`config.mk`:
```
export PLATFORM = sky130hd
export DESIGN_NAME = booth_radix4_mul
export DESIGN_NICKNAME = d
export VERILOG_FILES = /design/src/rtl/booth_pkg.sv /design/src/rtl/booth_r4_encoder.sv /design/src/rtl/booth_radix4_mul.sv
export SDC_FILE = /design/constraint.sdc
export NUM_CORES = 1
export LEC_CHECK = 0
export ABC_AREA = 1
export CORE_MARGIN = 5
export CORE_UTILIZATION = 56
export CTS_BUF_LIST = sky130_fd_sc_hd__clkbuf_4 sky130_fd_sc_hd__clkbuf_8 sky130_fd_sc_hd__clkbuf_16
export DETAILED_ROUTE_END_ITERATION = 10
export GPL_TIMING_DRIVEN = 1
export PLACE_DENSITY = 0.77
export SYNTH_ARGS = -nofsm -noshare
export SYNTH_HDL_FRONTEND = slang
export SYNTH_SLANG_ARGS = --single-unit
```
`constraint.sdc`:
```
create_clock -name clk -period 3.75 [get_ports clk]
set_input_delay 0.9375 -clock clk [delete_from_list [all_inputs] [get_ports clk]]
set_output_delay 0.9375 -clock clk [all_outputs]
set_load 0.1 [all_outputs]
```
`src/rtl/booth_pkg.sv`:
```
// Shared types for the radix-4 Booth multiplier: FSM states, Booth digits
// and the multiplier-triplet decoder.
package booth_pkg;

  typedef enum logic [1:0] {
    IDLE,
    CALC,
    DONE
  } state_t;

  typedef enum logic [2:0] {
    ZERO,
    POS1,
    POS2,
    NEG1,
    NEG2
  } digit_t;

  // Triplet is {b[2i+1], b[2i], b[2i-1]}.
  function automatic digit_t decode_triplet(input logic [2:0] triplet);
    digit_t digit;
    case (triplet)
      3'b001, 3'b010: digit = POS1;
      3'b011:         digit = POS2;
      3'b100:         digit = NEG2;
      3'b101, 3'b110: digit = NEG1;
      default:        digit = ZERO;
    endcase
    return digit;
  endfunction

endpackage

```
`src/rtl/booth_r4_encoder.sv`:
```
// Combinational radix-4 Booth selector: turns one multiplier triplet into a
// signed addend of 0, +-A or +-2A, one bit wider than the extended multiplicand.
module booth_r4_encoder
  import booth_pkg::*;
#(
  parameter int WIDTH = 16
) (
  input  logic [2:0]       triplet,
  input  logic [WIDTH+1:0] multiplicand,
  output logic [WIDTH+2:0] addend
);

  logic [WIDTH+2:0] a_one;
  logic [WIDTH+2:0] a_two;
  digit_t           digit;

  assign a_one = {multiplicand[WIDTH+1], multiplicand};
  assign a_two = {multiplicand, 1'b0};
  assign digit = decode_triplet(triplet);

  always_comb begin
    addend = '0;
    case (digit)
      POS1:    addend = a_one;
      POS2:    addend = a_two;
      NEG1:    addend = (~a_one) + (WIDTH+3)'(1);
      NEG2:    addend = (~a_two) + (WIDTH+3)'(1);
      default: addend = '0;
    endcase
  end

endmodule

```
`src/rtl/booth_radix4_mul.sv`:
```
// Iterative radix-4 Booth multiplier: one Booth digit per cycle, WIDTH/2+1
// cycles per product, valid/ready handshakes on both sides.
module booth_radix4_mul
  import booth_pkg::*;
#(
  parameter int WIDTH = 16
) (
  input  logic               clk,
  input  logic               reset,
  input  logic               in_valid,
  output logic               in_ready,
  input  logic [WIDTH-1:0]   multiplicand_a,
  input  logic [WIDTH-1:0]   multiplier_b,
  input  logic               signed_mode,
  output logic               out_valid,
  input  logic               out_ready,
  output logic [2*WIDTH-1:0] product,
  output logic               busy
);

  localparam int ITER = WIDTH / 2 + 1;
  localparam int CW   = $clog2(ITER);
  localparam int HW   = WIDTH + 3;
  localparam int AW   = 2 * WIDTH + 6;

  generate
    if ((WIDTH % 2) != 0 || WIDTH < 4) begin : g_bad_width
      $error("booth_radix4_mul: WIDTH must be even and at least 4");
    end
  endgenerate

  state_t             state;
  state_t             state_next;
  logic [CW-1:0]      count;
  logic [AW-1:0]      acc;
  logic [AW-1:0]      stepped;
  logic [WIDTH+1:0]   mult_a;
  logic [WIDTH+1:0]   a_ext;
  logic [WIDTH+1:0]   b_ext;
  logic [HW-1:0]      addend;
  logic [HW-1:0]      sum;
  logic [2*WIDTH-1:0] product_q;

  assign a_ext = signed_mode ? {{2{multiplicand_a[WIDTH-1]}}, multiplicand_a}
                             : {2'b00, multiplicand_a};
  assign b_ext = signed_mode ? {{2{multiplier_b[WIDTH-1]}}, multiplier_b}
                             : {2'b00, multiplier_b};

  booth_r4_encoder #(.WIDTH(WIDTH)) u_encoder (
    .triplet      (acc[2:0]),
    .multiplicand (mult_a),
    .addend       (addend)
  );

  // acc = {partial sum (HW bits), remaining multiplier bits, lookahead bit}.
  assign sum     = acc[AW-1:AW-HW] + addend;
  assign stepped = $signed({sum, acc[HW-1:0]}) >>> 2;

  assign in_ready  = (state == IDLE);
  assign out_valid = (state == DONE);
  assign busy      = (state != IDLE);
  assign product   = product_q;

  always_ff @(posedge clk) begin
    if (reset) state <= IDLE;
    else       state <= state_next;
  end

  always_comb begin
    state_next = state;
    case (state)
      IDLE:    if (in_valid)      state_next = CALC;
      CALC:    if (count == '0)   state_next = DONE;
      DONE:    if (out_ready)     state_next = IDLE;
      default:                    state_next = IDLE;
    endcase
  end

  always_ff @(posedge clk) begin
    if (reset) begin
      count     <= '0;
      acc       <= '0;
      mult_a    <= '0;
      product_q <= '0;
    end else begin
      case (state)
        IDLE: begin
          if (in_valid) begin
            mult_a <= a_ext;
            acc    <= {{HW{1'b0}}, b_ext, 1'b0};
            count  <= CW'(ITER - 1);
          end
        end
        CALC: begin
          acc <= stepped;
          if (count == '0) product_q <= stepped[2*WIDTH:1];
          else             count     <= count - CW'(1);
        end
        default: ;
      endcase
    end
  end

endmodule

```
==> out/qor.tcl, run 1 <==
set qor(critical-path-slowest-cell) {ha_1}
set qor(rows) 35
set qor(clkTransAtPathRegs_ns) 0.10
set qor(critical_path.startpoint) {mult_a[0]$_SDFFE_PP0P_}
set qor(crit_path_max_fanout) 5
set qor(crit_path_max_incr_delay_ns) 0.37
set qor(die_height_microns) 107.2
set qor(first_global_vias) 5082
set qor(arrival_ns) 3.54
set qor(min_path_cells) 2
set qor(core_area_sq_mm) 0.009240
set qor(timing.final.crit_share) 0.8730
set qor(critPathLaunchType) {flop}
set qor(wl_microns) 14370
set qor(power-per-cell-area_mw_per_mm2) 510.7
set qor(synth_top_cells_by_count) {nand2_1 (168), nor2_1 (108), dfxtp_1 (91)}
set qor(place_area_sq_mm) 0.006035
set qor(nets) 909
set qor(netlist.area_leader.share) 0.3441
set qor(synthToLayoutAreaGrowth_pct) 17.99
set qor(cts_made_buffers) 9
set qor(drt_first_iter_violations) 325
set qor(achievable-frequency_ghz) 0.3055
set qor(syn_avg_cell_area_sq_um) 6.659
set qor(wire_length_of_the_first_global_routing_pass_microns) 24210
set qor(firstDrtPassIters) 7
set qor(slew-limit-headroom) 0.2922
set qor(postSynthCellCount) 795
set qor(setup-violations-final) 0
set qor(timing.hold.worst.start) {acc[31]$_SDFFE_PP0P_}
set qor(gr-usage-all-layers) 0.2600
set qor(yosys_most_used_dff) {dfxtp_1}
set qor(synthesis_warning_total) 0
set qor(endpoint_kind) {flop}
set qor(synthesis.area_sq_mm) 0.005294
set qor(avgRoutedWirePerCell_microns) 14.60
set qor(post_drt_via_cell_ratio) 5.500
set qor(critical_path_type) {flop to flop}
set qor(synth.lib_cells_used.distinct) 36
set qor(detailroute.via_count) 5412
set qor(pin_count) 72
set qor(grt_antenna_before_repair) 0
set qor(status) {completed}
set qor(power.ir.vdd_worst_uv) 408.6
set qor(worstSkewPairLatency_ns) 0.37
set qor(ys_ff_latch) 91
set qor(layout-drive-gt1-share) 0.06082
set qor(drt.antenna.violating_nets) 0
set qor(number_of_h_tree_levels) 3
set qor(timing.rr.start) {mult_a[0]$_SDFFE_PP0P_}
set qor(count_leader_synth) {nand2_1}
set qor(post-cts-setup-buffer-count) 0
set qor(drc) 0
set qor(post-dp-hpwl_microns) 10720
set qor(number_of_max_capacitance_violations_reported) 0
set qor(root_buffer) {clkbuf_8}
set qor(cellLeakagePower_nw) 2.827
set qor(tritoncts) {built}
set qor(r2r_slack_ns) 0.48
set qor(worstMarginPinSlew_ns) 1.058
set qor(cts-root-to-sink-buffers) 2
set qor(holdBufCountCts) 0
set qor(worst_hold_path.endpoint) {acc[31]$_SDFFE_PP0P_}
set qor(post_synth_main_area_contributors) {dfxtp_1 (34%), nand2_1 (12%), nor2_1 (7.7%), o21ai_0 (6.1%), a21oi_1 (5.8%)}
set qor(synthesis.nets) 854
set qor(synth.largest_area_cell) {dfxtp_1}
set qor(antenna_cells_inserted) 0
set qor(grt_start_max_net_pins) 40
set qor(fin_worst_skew_ns) 0.008789
set qor(critical_path.reg2reg.endpoint) {product[30]$_SDFFE_PP0P_}
set qor(effective_utilization_at_floorplan) 0.5729
set qor(worstHoldPathType) {flop to flop}
set qor(total_of_buffers_placed_on_input_and_output_ports) 71
set qor(yosysSeqAreaShare) 0.3441
set qor(share_of_async_settable_or_async_resettable_flops_after_synthesis) 0
set qor(synth-edff-count) 0
set qor(number_of_cell_instances_on_the_worst_register_to_register_path) 18
set qor(rsz_0062_raised_after_global_routing) {no}
set qor(critical_path.cell_chain) {inv_1, ha_1, nand2_1, nor3_1, a21oi_1, a221oi_1, o21ai_0, ha_1, nand2_1, inv_1, a21oi_1, nor2_1, nor2_1, nand2_1, nor2_1, o21ai_1, o211ai_1, inv_1}
set qor(clock_sinks) 91
set qor(count_of_instances_resized_after_the_clock_tree_is_built) 0
set qor(setup-tns-final_ns) 0
set qor(tmin_final_ns) 3.274
set qor(gr-total-overflow) 0
set qor(final-max-slew-violation-count) 0
set qor(finish.instance_area_sq_mm) 0.006246
set qor(die_x_microns) 107.2
set qor(die_area_sq_mm) 0.01150
set qor(place_congestion) 0.9800
set qor(finalHoldViolations) 0
set qor(required_time_at_the_endpoint_of_the_critical_path_ns) 4.02
registers in the layout, indices dropped and copies added (netlist names):
register / flops
acc: 36
product: 32
count: 4
state: 2
mult_a: 17
worst max path at each step:
stage,endpoint,slack [ns],cells after the start
after floorplan,busy,0.23,2
after global placement,acc[34]$_SDFFE_PP0P_,0.68,17
after detailed placement,product[29]$_SDFFE_PP0P_,0.56,17
after CTS,product[29]$_SDFFE_PP0P_,0.54,17
after global routing,product[29]$_SDFFE_PP0P_,0.03,17
final,product[30]$_SDFFE_PP0P_,0.48,18
through the flow:
step / util / hold WS [ns] / instances / setup WS [ns] / power (W)
floorplan: - / 0.4444 / 795 / 0.2256 / 0.002163
global placement: 0.6531 / 0.4573 / 968 / 0.6789 / 0.002451
detailed placement: 0.6531 / 0.4572 / 968 / 0.5593 / 0.002468
CTS: 0.6760 / 0.4787 / 984 / 0.5366 / 0.003198
global route: 0.6760 / 0.4932 / 984 / 0.02744 / 0.003380
finish: 0.6760 / 0.4785 / 984 / 0.4762 / 0.003190
worst max-delay path, delay by kind of cell, from the launching register on:
| kind | cells | cell delay, ns |
|---|---|---|
| DFF | 1 | 0.34 |
| adders and majority gates | 2 | 0.58 |
| AOI/OAI and AO/OA | 6 | 1.00 |
| and+or+nand+nor | 7 | 0.98 |
| buffers and inverters | 3 | 0.26 |
layout make-up:
| cell class | instances | area [sq um] |
|---|---|---|
| Fill cell | 852 | 2994 |
| Multi-Input combinational cell | 580 | 2960 |
| Sequential cell | 91 | 1822 |
| Timing Repair Buffer | 78 | 753.2 |
| Inverter | 90 | 337.8 |
| Tap cell | 129 | 161.4 |
| Clock buffer | 9 | 123.9 |
| Clock inverter | 7 | 87.58 |
per-layer routing:
metal  track usage  wire length [microns]  vias to the layer above
met5             0                      0                        -
met4       0.06027                    189                        0
met3       0.05178                    938                       19
met2        0.4276                   6760                      178
met1        0.3517                   6476                     2492
li1              -                      -                     2723
power by group:
| group | leakage [nW] | switching, W | total [W] | internal [W] |
|---|---|---|---|---|
| Sequential | 0.746 | 0.0000938 | 0.00118 | 0.00108 |
| Combinational | 1.97 | 0.000916 | 0.00128 | 0.000363 |
| Clock | 0.109 | 0.000408 | 0.000734 | 0.000327 |
| Total | 2.83 | 0.00142 | 0.00319 | 0.00177 |
placed cells by master (no fill, tap or decap), types with 11 or more instances in the layout:
cell type	instances
nand2_1	168
a31oi_1	18
xor2_1	14
nand3_1	47
buf_4	11
o21ai_1	13
ha_1	21
o21ai_0	64
inv_1	81
nor2_1	108
clkdlybuf4s50_1	67
a21oi_1	61
dfxtp_1	91
logic make-up after synthesis:
family	share of synthesized area
compound gates	0.1943
xor+xnor	0.02978
fa+ha+maj	0.05342
buf+inv	0.09667
flops	0.3441
simple gates	0.2817
(Power assumes the default switching activity.)
==> run 2: changes to the inputs <==
==> constraint.sdc (replaced) <==
create_clock -name clk -period 3.6 [get_ports clk]
set_input_delay 0.9 -clock clk [delete_from_list [all_inputs] [get_ports clk]]
set_output_delay 0.9 -clock clk [all_outputs]
set_load 0.1 [all_outputs]
==> run 2 against run 1 <==
  * Clock skew is 0.0015 ns lower
  * Wire length decreased by 1.6%
  * Sequential share of layout area increased by 0.12 points
  * First-iteration DRC count up 0.92%
  * Die area stayed put
  * Flip-flop and latch count unchanged
  * Final cell count increased by 0.20%
  * Cell area is 0.42% lower
  * Non-clock buffer count up 2
  * Sequential power increased by 4%
==> out/qor.tcl, run 2 (synthesized netlist as in run 1, its figures left out) <==
set qor(seqCellArea_sq_mm) 0.001822
set qor(die_x_microns) 107.2
set qor(cts_made_buffers) 9
set qor(achievable-frequency_ghz) 0.3128
set qor(top_register) {acc}
set qor(critical_path.startpoint) {mult_a[0]$_SDFFE_PP0P_}
set qor(avgRoutedWirePerCell_microns) 14.34
set qor(worstMarginPinSlew_ns) 0.9773
set qor(final_common_cell) {nand2_1}
set qor(place_congestion) 0.9451
set qor(fin_worst_skew_ns) 0.007304
set qor(firstDrtPassIters) 5
set qor(drc) 0
set qor(worstSkewPairLatency_ns) 0.37
set qor(cellLeakagePower_nw) 2.884
set qor(drt.antenna.violating_nets) 0
set qor(tritoncts) {built}
set qor(effective_utilization_at_floorplan) 0.5729
set qor(die_area_sq_mm) 0.01150
set qor(post_drt_via_cell_ratio) 5.443
set qor(power.ir.vdd_worst_uv) 357.1
set qor(grt_start_max_net_pins) 40
set qor(critical-path-slowest-cell) {ha_1}
set qor(die_height_microns) 107.2
set qor(wl_microns) 14140
set qor(finalHoldViolations) 0
set qor(n_fill_cell) 851
set qor(root_buffer) {clkbuf_8}
set qor(timing.rr.start) {mult_a[0]$_SDFFE_PP0P_}
set qor(drt_first_iter_violations) 328
set qor(critPathLaunchType) {flop}
set qor(clkTransAtPathRegs_ns) 0.10
set qor(antenna_cells_inserted) 0
set qor(largest_register_ffs) 36
set qor(clock_sinks) 91
set qor(crit_path_max_incr_delay_ns) 0.38
set qor(arrival_ns) 3.47
set qor(gr-usage-all-layers) 0.2539
set qor(critical_path.cell_chain) {inv_1, ha_1, nand2_1, nor3_1, a21oi_1, a221oi_1, o21ai_0, ha_1, nand2_1, inv_1, a21oi_1, nor2_1, nor2_1, nand2_1, nor2_1, o21ai_1, o211ai_1, inv_1}
set qor(gr-total-overflow) 0
set qor(number_of_h_tree_levels) 3
set qor(pin_count) 72
set qor(crit_path_max_fanout) 5
set qor(number_of_max_capacitance_violations_reported) 0
set qor(post-dp-hpwl_microns) 10640
set qor(final-max-slew-violation-count) 0
set qor(status) {completed}
set qor(wire_length_of_the_first_global_routing_pass_microns) 23850
set qor(tmin_final_ns) 3.197
set qor(cts-root-to-sink-buffers) 2
set qor(first_global_vias) 5183
set qor(power-per-cell-area_mw_per_mm2) 541.5
set qor(count_of_instances_resized_after_the_clock_tree_is_built) 0
set qor(rsz_0062_raised_after_global_routing) {no}
set qor(place_area_sq_mm) 0.005992
set qor(setup-violations-final) 0
set qor(setup-tns-final_ns) 0
set qor(total_of_buffers_placed_on_input_and_output_ports) 71
set qor(slew-limit-headroom) 0.3464
set qor(holdBufCountCts) 0
set qor(endpoint_kind) {flop}
set qor(worstHoldPathType) {flop to flop}
set qor(multiInputGateArea_sq_mm) 0.002960
set qor(critical_path_type) {flop to flop}
set qor(synthToLayoutAreaGrowth_pct) 17.49
set qor(timing.hold.worst.start) {acc[32]$_SDFFE_PP0P_}
set qor(nets) 911
set qor(timing.final.crit_share) 0.8881
set qor(rows) 35
set qor(detailroute.via_count) 5367
set qor(required_time_at_the_endpoint_of_the_critical_path_ns) 3.87
set qor(grt_antenna_before_repair) 0
set qor(core_area_sq_mm) 0.009240
set qor(most-common-layout-cells) {nand2_1 (168), nor2_1 (108), dfxtp_1 (91)}
set qor(finish.instance_area_sq_mm) 0.006220
set qor(layout-drive-gt1-share) 0.08985
set qor(post-cts-setup-buffer-count) 0
run 2: changes by cell type in the layout (fill, tap and decap cells not counted):
cell             change
clkinvlp_4           +1
clkbuf_4             +1
clkdlybuf4s50_1     -23
buf_4               +25
bufinv_16            +1
inv_6                -2
inv_8                -1
run 2: per-stage QoR:
step	total power (W)	worst slack, ns	hold WS (ns)	util	cells
3_3_place_gp	0.002538	0.5184	0.4551	0.6485	970
6_report	0.003368	0.4028	0.4819	0.6731	986
5_1_grt	0.003551	0.01250	0.4999	0.6731	986
4_1_cts	0.003371	0.4278	0.4801	0.6731	986
3_5_place_dp	0.002557	0.4494	0.4666	0.6485	970
2_1_floorplan	0.002253	0.1131	0.4444	-	795
run 2: layout make-up:
cell class / instances / share of cell area
multi-input cells: 580 / 0.4760
flip-flops and latches: 91 / 0.2929
repair buffers: 80 / 0.1143
inverters: 90 / 0.05431
well taps: 129 / 0.02595
clock buffers: 10 / 0.02112
clock inverters: 6 / 0.01549
run 2: worst paths after layout:
path                              endpoint  slack (ns)  cells after the start
hold reg to reg       acc[32]$_SDFFE_PP0P_        0.48                      2
setup / recovery  product[30]$_SDFFE_PP0P_        0.40                     18
hold / removal        acc[32]$_SDFFE_PP0P_        0.48                      2
setup reg to reg  product[30]$_SDFFE_PP0P_        0.40                     18
run 2: worst max-delay path: cells and delay by family, from the launching register on:
kind                     cells  cell delay, ns
buffers and inverters        3            0.24
AO/OA/AOI/OAI                6            1.01
AND/OR/NAND/NOR              7            0.94
adder cells (fa/ha/maj)      2            0.58
flip-flops                   1            0.33
run 2: power breakdown:
part,switching (W),internal (W),total [W]
registers,0.0000963,0.00113,0.00123
clock network,0.000414,0.000408,0.000822
logic,0.000953,0.000368,0.00132
run 2: per-layer routing:
metal	up-vias	GRT usage	wire, microns
met4	0	0.08676	237
met3	19	0.03733	731
li1	2727	-	-
met5	-	0	0
met1	2462	0.3378	6577
met2	159	0.4200	6593
==> run 3: changes to the inputs <==
--- a/config.mk
+++ b/config.mk
@@ -7,11 +7,11 @@
 export LEC_CHECK = 0
 export ABC_AREA = 1
 export CORE_MARGIN = 5
-export CORE_UTILIZATION = 56
+export CORE_UTILIZATION = 50
 export CTS_BUF_LIST = sky130_fd_sc_hd__clkbuf_4 sky130_fd_sc_hd__clkbuf_8 sky130_fd_sc_hd__clkbuf_16
 export DETAILED_ROUTE_END_ITERATION = 10
 export GPL_TIMING_DRIVEN = 1
-export PLACE_DENSITY = 0.77
+export PLACE_DENSITY = 0.73
 export SYNTH_ARGS = -nofsm -noshare
 export SYNTH_HDL_FRONTEND = slang
 export SYNTH_SLANG_ARGS = --single-unit
==> constraint.sdc (replaced) <==
create_clock -name clk -period 2.75 [get_ports clk]
set_input_delay 0.6875 -clock clk [delete_from_list [all_inputs] [get_ports clk]]
set_output_delay 0.6875 -clock clk [all_outputs]
set_load 0.1 [all_outputs]
==> run 3 against run 2 <==
  * The run now ends with setup timing left
  * Die area is 11% higher
  * Final cell count rose by 8.1%
  * Worst hold slack worse by 0.0039 ns
  * Cell area is 19% higher
  * Sequential share of layout area is 4.5 points lower
  * Combinational power is 73% higher
  * Worst setup slack got worse by 0.47 ns
  * Critical path type unchanged
  * Largest cell class unchanged
  * Largest power group unchanged
==> out/qor.tcl, run 3 (synthesized netlist as in run 1, its figures left out) <==
set qor(worstMarginPinSlew_ns) 0.6000
set qor(place_congestion) 0.9482
set qor(power.share.switching) 0.4303
set qor(worstSkewPairLatency_ns) 0.38
set qor(number_of_cell_instances_on_the_worst_register_to_register_path) 20
set qor(layout-drive-gt1-share) 0.2860
set qor(share_of_total_power_in_sequential_cells) 0.326
set qor(timing.rr.start) {mult_a[0]$_SDFFE_PP0P_}
set qor(die_height_microns) 112.9
set qor(rows) 37
set qor(drt_first_iter_violations) 380
set qor(post_drt_via_cell_ratio) 5.372
set qor(r2r_slack_ns) -0.07
set qor(die_x_microns) 112.9
set qor(achievable-frequency_ghz) 0.3549
set qor(gr-usage-all-layers) 0.2491
set qor(tritoncts) {built}
set qor(post-dp-hpwl_microns) 11620
set qor(top_register) {acc}
set qor(grt_antenna_before_repair) 0
set qor(pin_count) 72
set qor(worst_hold_path.endpoint) {acc[19]$_SDFFE_PP0P_}
set qor(number_of_max_capacitance_violations_reported) 0
set qor(worstHoldPathType) {flop to flop}
set qor(drt.antenna.violating_nets) 0
set qor(tmin_final_ns) 2.817
set qor(final_common_cell) {nand2_1}
set qor(clkTransAtPathRegs_ns) 0.10
set qor(detailroute.via_count) 5727
set qor(failed_checks) {setup timing}
set qor(drc) 0
set qor(grt_start_max_net_pins) 40
set qor(p_total_w) 0.004961
set qor(setup_slack_ns) -0.06734
set qor(endpoint_kind) {flop}
set qor(clockPowerShare) 0.215
set qor(status) {finished with violations}
set qor(clock_sinks) 91
set qor(fin_worst_skew_ns) 0.01235
set qor(firstDrtPassIters) 5
set qor(finalHoldViolations) 0
set qor(cts-root-to-sink-buffers) 2
set qor(crit_path_max_fanout) 4
set qor(critPathLaunchType) {flop}
set qor(combinational_share_of_power) 0.459
set qor(final_core_util) 0.7159
set qor(core_area_sq_mm) 0.01032
set qor(crit_path_max_incr_delay_ns) 0.34
set qor(avgRoutedWirePerCell_microns) 15.32
set qor(die_area_sq_mm) 0.01275
set qor(nets) 984
set qor(critical-path-slowest-cell) {dfxtp_2}
set qor(cp_top_family) {simple AND/OR/NAND/NOR gates}
set qor(cellInternalPower_w) 0.002827
set qor(root_buffer) {clkbuf_8}
set qor(rsz_0062_raised_after_global_routing) {yes}
set qor(effective_utilization_at_floorplan) 0.5128
set qor(wl_microns) 16330
set qor(placement.setup.worst_slack_ns) -0.2519
set qor(slew-limit-headroom) 0.5996
set qor(critical_path.reg2reg.endpoint) {acc[36]$_SDFFE_PP0P_}
set qor(setup-violations-final) 9
set qor(wire_length_of_the_first_global_routing_pass_microns) 25880
set qor(most-common-layout-cells) {nand2_1 (152), buf_4 (111), nor2_1 (92)}
set qor(critical_path.cell_chain) {inv_2, ha_4, nand2_4, buf_6, nor3_4, buf_6, xor2_2, o22ai_1, a21oi_1, nand2_1, ha_4, nand2_4, nor2_4, inv_2, nor2_4, nand4_1, nand3_1, nand3_1, nand3_2, a21oi_2}
set qor(timing.final.crit_share) 1.024
set qor(first_global_vias) 5436
set qor(timing.critical_path.buf_inv) 4
set qor(min_path_cells) 2
set qor(antenna_cells_inserted) 0
set qor(arrival_ns) 3.08
set qor(critical_path_type) {flop to flop}
set qor(number_of_h_tree_levels) 3
set qor(gr-total-overflow) 0
set qor(timing.hold.worst.start) {acc[19]$_SDFFE_PP0P_}
set qor(final-max-slew-violation-count) 0
set qor(largest_register_ffs) 36
set qor(cellLeakagePower_nw) 3.380
set qor(synthToLayoutAreaGrowth_pct) 39.61
set qor(power-per-cell-area_mw_per_mm2) 671.3
set qor(power.ir.vdd_worst_uv) 671.0
set qor(required_time_at_the_endpoint_of_the_critical_path_ns) 3.01
set qor(total_of_buffers_placed_on_input_and_output_ports) 71
set qor(net_load_switching_power_w) 0.002135
set qor(holdBufCountCts) 0
set qor(cts_made_buffers) 9
## run 3: repair_timing
item                       in CTS  in global routing
setup buffers                   7                 12
gates resized for setup        72                 75
pin swaps                      40                 31
setup endpoints to repair      21                 26
## run 3: power by group through the flow
stage / combinational (W) / clock [W] / sequential, W
finish: 0.00228 / 0.00106 / 0.00162
global route: 0.00244 / 0.00114 / 0.00164
CTS: 0.00208 / 0.00108 / 0.00161
detailed placement: 0.00191 / 0 / 0.00163
global placement: 0.00188 / 0 / 0.00162
floorplan: 0.000909 / 0 / 0.00204
## run 3: per-layer routing
| metal | global-route usage | share of wire |
|---|---|---|
| met1 | 0.3262 | 0.44 |
| met2 | 0.4103 | 0.47 |
| met3 | 0.05294 | 0.058 |
| met4 | 0.08013 | 0.023 |
| met5 | 0 | 0 |
## run 3: metrics by stage
stage                     TNS [ns]  instances  hold WS (ns)  area [sq um]
after floorplan                  0        795        0.4444          5296
after global placement      -1.715       1032        0.4588          6409
after detailed placement    -2.550       1032        0.4608          6409
after CTS                        0       1054        0.4756          6964
after global routing        -3.447       1066        0.5072          7391
final                      -0.3948       1066        0.4780          7391
## run 3: worst register-to-register path: stages, from the launching register on
cell and delay [ns]:
dfxtp_2 0.34, inv_2 0.08, ha_4 0.15, nand2_4 0.07, buf_6 0.13, nor3_4 0.22
buf_6 0.14, xor2_2 0.15, o22ai_1 0.08, a21oi_1 0.12, nand2_1 0.12, ha_4 0.34
nand2_4 0.07, nor2_4 0.09, inv_2 0.06, nor2_4 0.10, nand4_1 0.12, nand3_1 0.10
nand3_1 0.09, nand3_2 0.08, a21oi_2 0.05
## run 3: how the worst max path moves through the flow
stage	startpoint	to	cells after the start
finish	mult_a[0]$_SDFFE_PP0P_	acc[36]$_SDFFE_PP0P_	20
global route	mult_a[0]$_SDFFE_PP0P_	product[30]$_SDFFE_PP0P_	21
CTS	mult_a[0]$_SDFFE_PP0P_	acc[27]$_SDFFE_PP0P_	17
detailed placement	mult_a[0]$_SDFFE_PP0P_	acc[34]$_SDFFE_PP0P_	17
global placement	mult_a[0]$_SDFFE_PP0P_	product[29]$_SDFFE_PP0P_	18
floorplan	mult_a[0]$_SDFFE_PP0P_	product[30]$_SDFFE_PP0P_	18
## run 3: layout make-up
type	instances	area (sq um)
clock buffers	10	131.4
clock inverters	6	96.34
fillers	866	2933
inverters	90	340.3
multi-input cells	580	3550
flip-flops and latches	91	1833
well taps	136	170.2
repair buffers	153	1270
==> RTL change (settings of run 3) <==
`WIDTH` is set to 16 in 2 places; all go to 8.
--- a/src/rtl/booth_r4_encoder.sv
+++ b/src/rtl/booth_r4_encoder.sv
@@ -3,7 +3,7 @@
 module booth_r4_encoder
   import booth_pkg::*;
 #(
-  parameter int WIDTH = 16
+  parameter int WIDTH = 8
 ) (
   input  logic [2:0]       triplet,
   input  logic [WIDTH+1:0] multiplicand,
--- a/src/rtl/booth_radix4_mul.sv
+++ b/src/rtl/booth_radix4_mul.sv
@@ -3,7 +3,7 @@
 module booth_radix4_mul
   import booth_pkg::*;
 #(
-  parameter int WIDTH = 16
+  parameter int WIDTH = 8
 ) (
   input  logic               clk,
   input  logic               reset,
Ports: changed (resized multiplicand_a, multiplier_b and product); port bits go from 72 to 40. No check against the original RTL was run, so the function may have changed too.
==> RTL change against run 3 <==
  * Combinational power is 62% lower
  * Area after synthesis is 44% lower
  * Sequential cell count is 41 lower
  * Final area is 52% lower
  * Via count is 51% lower
  * Worst setup slack better by 0.24 ns
  * Wire length is 58% lower
  * Total power is 56% lower
  * Die area is 41% lower
==> RTL change: results (changes against run 3) <==
.. list-table::
   :header-rows: 1

   * - Metric
     - Value
   * - Status
     - finished clean
   * - Share of the synthesized area in compound gates (AO/OA/AOI/OAI)
     - 22.23% (+2.8 points)
   * - Via count
     - 2780 (-51%)
   * - I/O Buffers
     - 39 (-45%)
   * - Endpoint of the worst hold-timing path
     - acc[11]
   * - Adder-cell share of the synthesized area
     - 6.181% (+0.84 points)
   * - Clock latency reported for the late side of the worst-skew pair
     - 0.31 ns (-0.07 ns)
   * - Number of unique standard cell types used by synthesis
     - 45 (+25%)
   * - Maximum number of pins on one net before global-route repair
     - 32 (-20%)
   * - Leakage dissipation
     - 1.508 nW (-55%)
   * - Routed metal-1 wire length
     - 3112 um (-57%)
   * - Placed Instance Area
     - 3332 um^2 (-48%)
   * - Portion of total power attributed to sequential cells
     - 39.2% (+6.6 points)
   * - Capture instance of the worst register-to-register path
     - product[13]
   * - Total track usage
     - 18.42% (-6.5 points)
   * - Logic pwr share
     - 40.0% (-5.9 points)
   * - Setup skew after layout
     - 0.008468 ns (-0.003884 ns)
   * - Via count of the first global-routing pass
     - 2537 (-53%)
   * - Top fanout value on the critical path
     - 6 (+2)
   * - Switching pwr
     - 0.9282 mW (-57%)
   * - Total of fill cells in the finished design
     - 521 (-40%)
   * - Routed length per instance
     - 13.06 um (-15%)
   * - Worst r2r src
     - acc[0]
   * - Register-to-register setup slack
     - 0.17 ns (+0.24 ns)
   * - Synthesized-area fraction occupied by xor and xnor cells
     - 2.371% (-0.61 points)
   * - Num CTS Buffers
     - 5 (-4)
   * - Seq. cell area
     - 1007 um^2 (-45%)
   * - Count of cells along the worst register-to-register path
     - 17 (-15%)
   * - Global routing usage on met1
     - 23.67% (-8.9 points)
   * - GRT met2 Usage
     - 30.99% (-10 points)
   * - Share of layout cells above drive strength 1
     - 17.74% (-11 points)
   * - F_max
     - 387.3 MHz (+9.1%)
   * - Leading post-synthesis cells by instance count
     - sky130_fd_sc_hd__nand2_1, sky130_fd_sc_hd__inv_1, sky130_fd_sc_hd__dfxtp_1
   * - Peak VDD IR
     - 0.3569 mV (-47%)
   * - Global placer's final weighted congestion
     - 0.9317 (-1.7%)
   * - Largest cells by area after synthesis
     - sky130_fd_sc_hd__dfxtp_1, sky130_fd_sc_hd__nand2_1, sky130_fd_sc_hd__inv_1
   * - Met2 WL post-DR
     - 3415 um (-56%)
-- RTL change: layout make-up --
| class | count | share of cell area (%) |
|---|---|---|
| Sequential cell | 50 | 28.44 |
| Tap cell | 75 | 2.649 |
| Timing Repair Buffer | 43 | 10.53 |
| Inverter | 61 | 6.605 |
| Clock buffer | 5 | 1.943 |
| Clock inverter | 3 | 0.6358 |
| Multi-Input combinational cell | 289 | 49.21 |
-- RTL change: stage by stage --
stage | TNS, ns | utilization (%) | instances
5_1_grt | -0.04366 | 60.54 | 526
3_5_place_dp | 0 | 56.95 | 516
3_3_place_gp | 0 | 56.95 | 516
6_report | 0 | 60.54 | 526
2_1_floorplan | 0 | - | 412
4_1_cts | 0 | 58.62 | 524
-- RTL change: repair_timing --
action                     in CTS  in global routing
gates resized for setup         1                 30
buffers inserted                0                  2
setup endpoints to repair       1                  9
hold buffers                    0                  0
pin swaps                       0                  4
